==> src/rtl/sp_ram_be_pipe.sv <==
// Single-port synchronous RAM with byte-lane write enables, registered read data and a post-reset clear sequencer.
// Latency: RD_LAT clocks from an accepted read to data_out/rd_valid (1 or 2); writes land on the accepting edge.
// Backpressure: none; requests arriving while busy (clear in progress) or with cs=0 are dropped, never stalled.
//
// Ports:
//   clk, reset_n         rising-edge clock, asynchronous active-low reset
//   cs, wr_en, rd_en     chip select and access requests (qualified by cs and !busy)
//   be                   byte-lane write enables, lane i = bits [i*BYTE_W +: BYTE_W]
//   address_in, data_in  word address and write data
//   data_out, rd_valid   registered read data and its 1-cycle valid pulse
//   busy                 high while the clear sequencer owns the array
module sp_ram_be_pipe #(
    parameter int DATA_W         = 32,
    parameter int ADDR_W         = 4,
    parameter int BYTE_W         = 8,
    parameter int RD_LAT         = 1,
    parameter int CLEAR_ON_RESET = 1
) (
    input  logic                       clk,
    input  logic                       reset_n,
    input  logic                       cs,
    input  logic                       wr_en,
    input  logic                       rd_en,
    input  logic [DATA_W/BYTE_W-1:0]   be,
    input  logic [ADDR_W-1:0]          address_in,
    input  logic [DATA_W-1:0]          data_in,
    output logic [DATA_W-1:0]          data_out,
    output logic                       rd_valid,
    output logic                       busy
);

    localparam int NB    = DATA_W / BYTE_W;
    localparam int DEPTH = 1 << ADDR_W;

    typedef enum logic {
        ST_CLEAR = 1'b0,
        ST_READY = 1'b1
    } state_t;

    state_t              r_state;
    logic                r_busy;
    logic [ADDR_W-1:0]   r_clr_cnt;
    logic [DATA_W-1:0]   r_mem [DEPTH];

    // First read stage: array output register, holds its value between reads.
    logic [DATA_W-1:0]   r_rd_dat;
    logic                r_rd_vld;

    logic                w_wr;
    logic                w_rd;

    assign w_wr = cs & wr_en & ~r_busy;
    assign w_rd = cs & rd_en & ~r_busy;
    assign busy = r_busy;

    // Clear sequencer. busy is kept as its own flop alongside the state so the
    // output comes straight from a register.
    always_ff @(posedge clk or negedge reset_n) begin
        if (!reset_n) begin
            r_state   <= (CLEAR_ON_RESET != 0) ? ST_CLEAR : ST_READY;
            r_busy    <= (CLEAR_ON_RESET != 0);
            r_clr_cnt <= '0;
        end else begin
            case (r_state)
                ST_CLEAR: begin
                    r_clr_cnt <= r_clr_cnt + 1'b1;
                    // Leave on the edge that zeroes the last word: busy lasts DEPTH cycles.
                    if (r_clr_cnt == ADDR_W'(DEPTH - 1)) begin
                        r_state <= ST_READY;
                        r_busy  <= 1'b0;
                    end
                end
                default: begin
                    r_state <= ST_READY;
                    r_busy  <= 1'b0;
                end
            endcase
        end
    end

    // Array: no reset on the storage itself; the sequencer zeroes it instead.
    always_ff @(posedge clk) begin
        if (r_busy) begin
            r_mem[r_clr_cnt] <= '0;
        end else if (w_wr) begin
            for (int i = 0; i < NB; i++) begin
                if (be[i]) begin
                    r_mem[address_in][i*BYTE_W +: BYTE_W] <= data_in[i*BYTE_W +: BYTE_W];
                end
            end
        end
    end

    // Non-blocking read of the array yields the pre-write word on a combined
    // read+write cycle (read-before-write).
    always_ff @(posedge clk or negedge reset_n) begin
        if (!reset_n) begin
            r_rd_dat <= '0;
            r_rd_vld <= 1'b0;
        end else begin
            r_rd_vld <= w_rd;
            if (w_rd) begin
                r_rd_dat <= r_mem[address_in];
            end
        end
    end

    generate
        if (RD_LAT == 1) begin : g_lat1
            assign data_out = r_rd_dat;
            assign rd_valid = r_rd_vld;
        end else begin : g_lat2
            // Second stage only captures when stage one carries a completed read,
            // so data_out holds the last read value otherwise.
            logic [DATA_W-1:0] r_out_dat;
            logic              r_out_vld;

            always_ff @(posedge clk or negedge reset_n) begin
                if (!reset_n) begin
                    r_out_dat <= '0;
                    r_out_vld <= 1'b0;
                end else begin
                    r_out_vld <= r_rd_vld;
                    if (r_rd_vld) begin
                        r_out_dat <= r_rd_dat;
                    end
                end
            end

            assign data_out = r_out_dat;
            assign rd_valid = r_out_vld;
        end
    endgenerate

endmodule

==> config.mk <==
export PLATFORM = sky130hd
export DESIGN_NAME = sp_ram_be_pipe
export DESIGN_NICKNAME = d
export VERILOG_FILES = /design/src/rtl/sp_ram_be_pipe.sv
export SDC_FILE = /design/constraint.sdc
export NUM_CORES = 1
export LEC_CHECK = 0
export BUFFER_PORTS_ARGS = -buffer_cell sky130_fd_sc_hd__buf_2
export CAP_MARGIN = 20
export CORE_MARGIN = 4
export CORE_UTILIZATION = 55
export DETAILED_ROUTE_END_ITERATION = 8
export PLACE_DENSITY = 0.73
export SYNTH_ARGS = -nofsm -noshare
export SYNTH_HDL_FRONTEND = slang
export SYNTH_SLANG_ARGS = --single-unit
==> constraint.sdc <==
create_clock -name clk -period 6.74 [get_ports clk]
set_clock_uncertainty 0.05 [all_clocks]
set_input_delay 0.337 -clock clk [delete_from_list [all_inputs] [get_ports clk]]
set_output_delay 0.337 -clock clk [all_outputs]
set_load 0.02 [all_outputs]
Word-level counts from Yosys, hierarchy flattened
Memories as Yosys holds them, arrays and structs flattened. A register that Yosys moved wholly into a read port is not among the register bits. Cells that the tools add are included.

Memories: 1. Bits in read-only memories: 0. Latch bits: 0. RAM bits: 512. Register bits: 7.

Memory list: r_mem (depth 16, bits a word 32, rd ports 1, clocked after Yosys merged registers in 1, wr ports 1, line 43) `logic [DATA_W-1:0] r_mem [DEPTH];`.

Multipliers: 0. Order comparisons: 0. Reduce and logical (&&, ||, !) cells: 3. Equality and inequality tests: 1. Add/sub/neg operators: 1. Div/mod/pow operators: 0. Shift-type cells: 0. Muxes and demuxes: 25. Bitwise operators: 5.

Operators by type and width (number): two-way mux 32 bit (1); OR reduction 32 bit (1); two-way mux 1 bit (22); two-way mux 4 bit (2); adder 4 x 1 -> 4 bit, second input constant (1); AND 1 bit (4); equality test 4 bit, second input constant (1); nonzero test 2 bit (1); logical NOT 1 bit (1); inverter 1 bit (1).

Longest topological paths before layout
Depth in word-level cells: 7. Gate-level depth with buffers: 7. Mapped depth without buffers: 5.

Least setup slack after synthesis
No wires, ideal clock.

Path kind: input to register. Start: in address_in[0]. End: mem r_mem[11][0], enable pin. Library setup time: 0.383 ns. Cell stages on the path: 7. Buffers on the path: 4. Required time: 6.307 ns. Setup slack: 4.318 ns. Arrival: 1.989 ns. Cells stage by stage: buf_4 buf_6 buf_4 nand2_1 mux2_2 buf_2 nor3_1.

Longest elaborated chain between the ends: 1.

RTL lines: start: declaration (line 25) `input logic [ADDR_W-1:0] address_in,`; two-way mux 4 bit (no source line); end: declaration (line 43).

Every way passes these cells.

Final worst setup path
Start: reg r_busy, in the netlist busy. End: mem r_mem[3][10], enable pin.

Longest elaborated chain between the ends: 7.

RTL lines: start: declaration (line 41) `logic r_busy;`; start signal: assignment (line 61) `r_busy <= (CLEAR_ON_RESET != 0);`; inverter 1 bit (line 52) `assign w_wr = cs & wr_en & ~r_busy;`; AND 1 bit (line 52); two-way mux 1 bit (line 85) `end else if (w_wr) begin`; two-way mux 1 bit (line 83) `if (r_busy) begin`; two-way mux 1 bit (implied by the code) (line 88) `r_mem[address_in][i*BYTE_W +: BYTE_W] <= data_in[i*BYTE_W +: BYTE_W];`; OR reduction 32 bit (no source line); two-way mux 4 bit (no source line).

Parallel ways exist; a longest one is shown, timed or not.

==> metrics <==
commonest non-fill, non-tap cell in the layout edfxtp_1; CTS clk-pin slew, worst paths 0.06 ns; CP cell instances nor3_4 > buf_4 > mux2_2 > nor3_1; Slew Limit Fails 0; sequential share of the synthesized area 0.7529; Crit Path Category register to register; layout cell share with drive strength beyond 1 0.2335; Hold Crit Class input pin to register; n_diodes 0; CP arrival around 3.8 ns; grt ovf 0; largest net degree at the start of global routing around 100; synth unique cells 36; Slew headroom 0.2886; CP startpoint kind register; Mapped Cells approximately 1.2k; vias in the first global route 11.58k; number of flops mapped to enable cells by yosys between 500 and 600; delay-heaviest family, CP simple AND/OR/NAND/NOR gates; Netlist Area Pre-Place roughly 22000 µm²; CTS buffer count 52; core area 38830 µm²; Die H about 210 µm; max-cap violations 0; critical path required time between 6 and 7 ns; worst hold margin 0.2866 ns; nets@finish between 1k and 1.5k; CP endpoint kind register; CP max stage cell nor3_1; Starting Density 0.5594; final worst slack 3.127 ns; total track usage 0.2361; max frequency between 200 and 300 MHz; initial antenna violation count 1; Cell Rows 72; Peak VDD IR approximately 0.26 mV; #FFs+latches synth approximately 550; routed len/inst 26.45 µm; Net Count, Synth about 1.2k; drt via density 6.195; Final Cycle Share 0.5360; Final ANT Viol Nets 0; first-pass GRT wire length approximately 74 mm; CP bufs+invs 1; Crit Path Max Fanout 21; Initial DRC Count ~1.3k; Vias 11.65k; async set or reset register ratio after synthesis 0.07078; Lkg Pwr ~8.4 nW; WL final roughly 50 mm; final number of setup-violating endpoints 0; CTS tree built; Main synth FF type edfxtp_1; die area between 40000 and 50000 µm²; clock tree buffer depth 3; Final Critical Period 3.613 ns; CTS sink cnt 551; Pwr Density 293.5 nW/µm²; GPL Wtd Cong roughly 0.8; Avg Cell Area, Syn approximately 18 µm²; area grow syn2layout 13.59%; die width ~210 µm; Area after DPL ~23000 µm²; buffers added on ports 78; Final Hold Fails 0; Least-Margin Pin Slew approximately 1.1 ns; post-route setup TNS 0 ns; # fillers 2642; io pins 79; first-pass iteration count of the detailed router 6; DP Wirelength 30.27 mm; DRC viols 0; CTS root buf clkbuf_16; yosys warns 0; Place WS between 2 and 3 ns; RSZ-0062 raised after global routing no; Clock Latency Late Sink around 0.58 ns; CP max stage delay 0.92 ns; htree depth 2; outcome completed; commonest non-fill, non-tap cells in the layout 512 x edfxtp_1, 133 x mux2i_1, 92 x buf_2; post-route cell area 24670 µm²
==> registers in the layout, summed over array words and instances, names as in the netlist <==
| register | flops |
|---|---|
| rd_valid | 1 |
| data_out | 32 |
| r_state | 1 |
| busy | 1 |
| r_mem | 512 |
| r_clr_cnt | 4 |
==> synthesized netlist by cell type (2+ instances only) <==
master	n	share of area
buf_1	2	0.00035
nand2_1	56	0.0097
xnor2_1	3	0.0012
nand3_1	2	0.00046
mux2i_1	133	0.061
mux4_2	62	0.064
buf_2	27	0.0062
nor3_1	54	0.012
nand4_1	22	0.0063
buf_6	6	0.0031
a31oi_1	35	0.010
dfrtp_1	38	0.044
and2_1	35	0.010
nor3_2	10	0.0046
edfxtp_1	512	0.71
nor2_1	37	0.0064
nor2b_1	10	0.0029
a21oi_1	23	0.0053
mux2i_4	5	0.0052
buf_4	6	0.0021
clkbuf_1	35	0.0060
a22oi_1	64	0.022
mux2_2	2	0.0010
==> cell families after synthesis <==
logic type,count (synthesis),share of synthesized area
flops,551,0.7529
simple gates,231,0.05559
mux,203,0.1324
compound gates,124,0.03820
buf+inv,79,0.01907
xor+xnor,3,0.001210
fa+ha+maj,1,0.0005760
==> final timing paths <==
| kind | startpoint | slack (ns) | endpoint | depth (start not counted) |
|---|---|---|---|---|
| max in group asynchronous | reset_n | 5.71 | data_out[31]$_DFFE_PN0P_ | 3 |
| setup reg to reg | busy$_DFFE_PN1P_ | 3.13 | r_mem[3][10]$_DFFE_PP_ | 4 |
| min in group asynchronous | reset_n | 0.40 | data_out[12]$_DFFE_PN0P_ | 3 |
| hold / removal | rd_en | 0.29 | data_out[12]$_DFFE_PN0P_ | 5 |
| hold reg to reg | data_out[12]$_DFFE_PN0P_ | 0.44 | data_out[12]$_DFFE_PN0P_ | 2 |
| setup / recovery | busy$_DFFE_PN1P_ | 3.13 | r_mem[3][10]$_DFFE_PP_ | 4 |
==> final cells by class <==
class	instances	area (µm²)	share of cell area
Sequential cell	551	16350	0.6628
Multi-Input combinational cell	562	4965	0.2012
Clock buffer	74	1495	0.06061
Timing Repair Buffer	149	895.9	0.03631
Tap cell	518	648.1	0.02627
Clock inverter	24	306.5	0.01243
Inverter	2	7.507	0.0003043
==> tightest hold or removal path, cell delays in order <==
cell     delay, ns
buf_2         0.08
nand3_1       0.07
buf_4         0.22
nand2_1       0.10
nand3_1       0.06
==> through the flow <==
| step | utilization | cells | power, mW |
|---|---|---|---|
| after floorplan | - | 1192 | 4.119 |
| after global placement | 0.5832 | 1747 | 4.269 |
| after detailed placement | 0.5865 | 1768 | 4.277 |
| after CTS | 0.6332 | 1867 | 7.278 |
| after global routing | 0.6354 | 1880 | 7.456 |
| final | 0.6354 | 1880 | 7.241 |
==> power breakdown <==
group | switching (mW) | total, mW | internal [mW]
combinational | 0.276 | 0.416 | 0.141
clock | 1.22 | 3.04 | 1.81
sequential | 0.0235 | 3.79 | 3.76
total | 1.52 | 7.24 | 5.72
==> timing repair <==
item,CTS,global route
setup buffers,0,0
resized for setup,0,0
endpoints found under the hold margin,38,0
hold buffers,1,0
==> per-layer routing <==
metal | global-route usage | vias up | routed length (µm)
met5 | 0 | - | 0
met4 | 0.06917 | 0 | 1404
met3 | 0.03499 | 91 | 3901
met2 | 0.3757 | 519 | 24020
met1 | 0.3477 | 6009 | 20400
li1 | - | 5027 | -
Note: power is estimated with default switching activity, not from simulation.
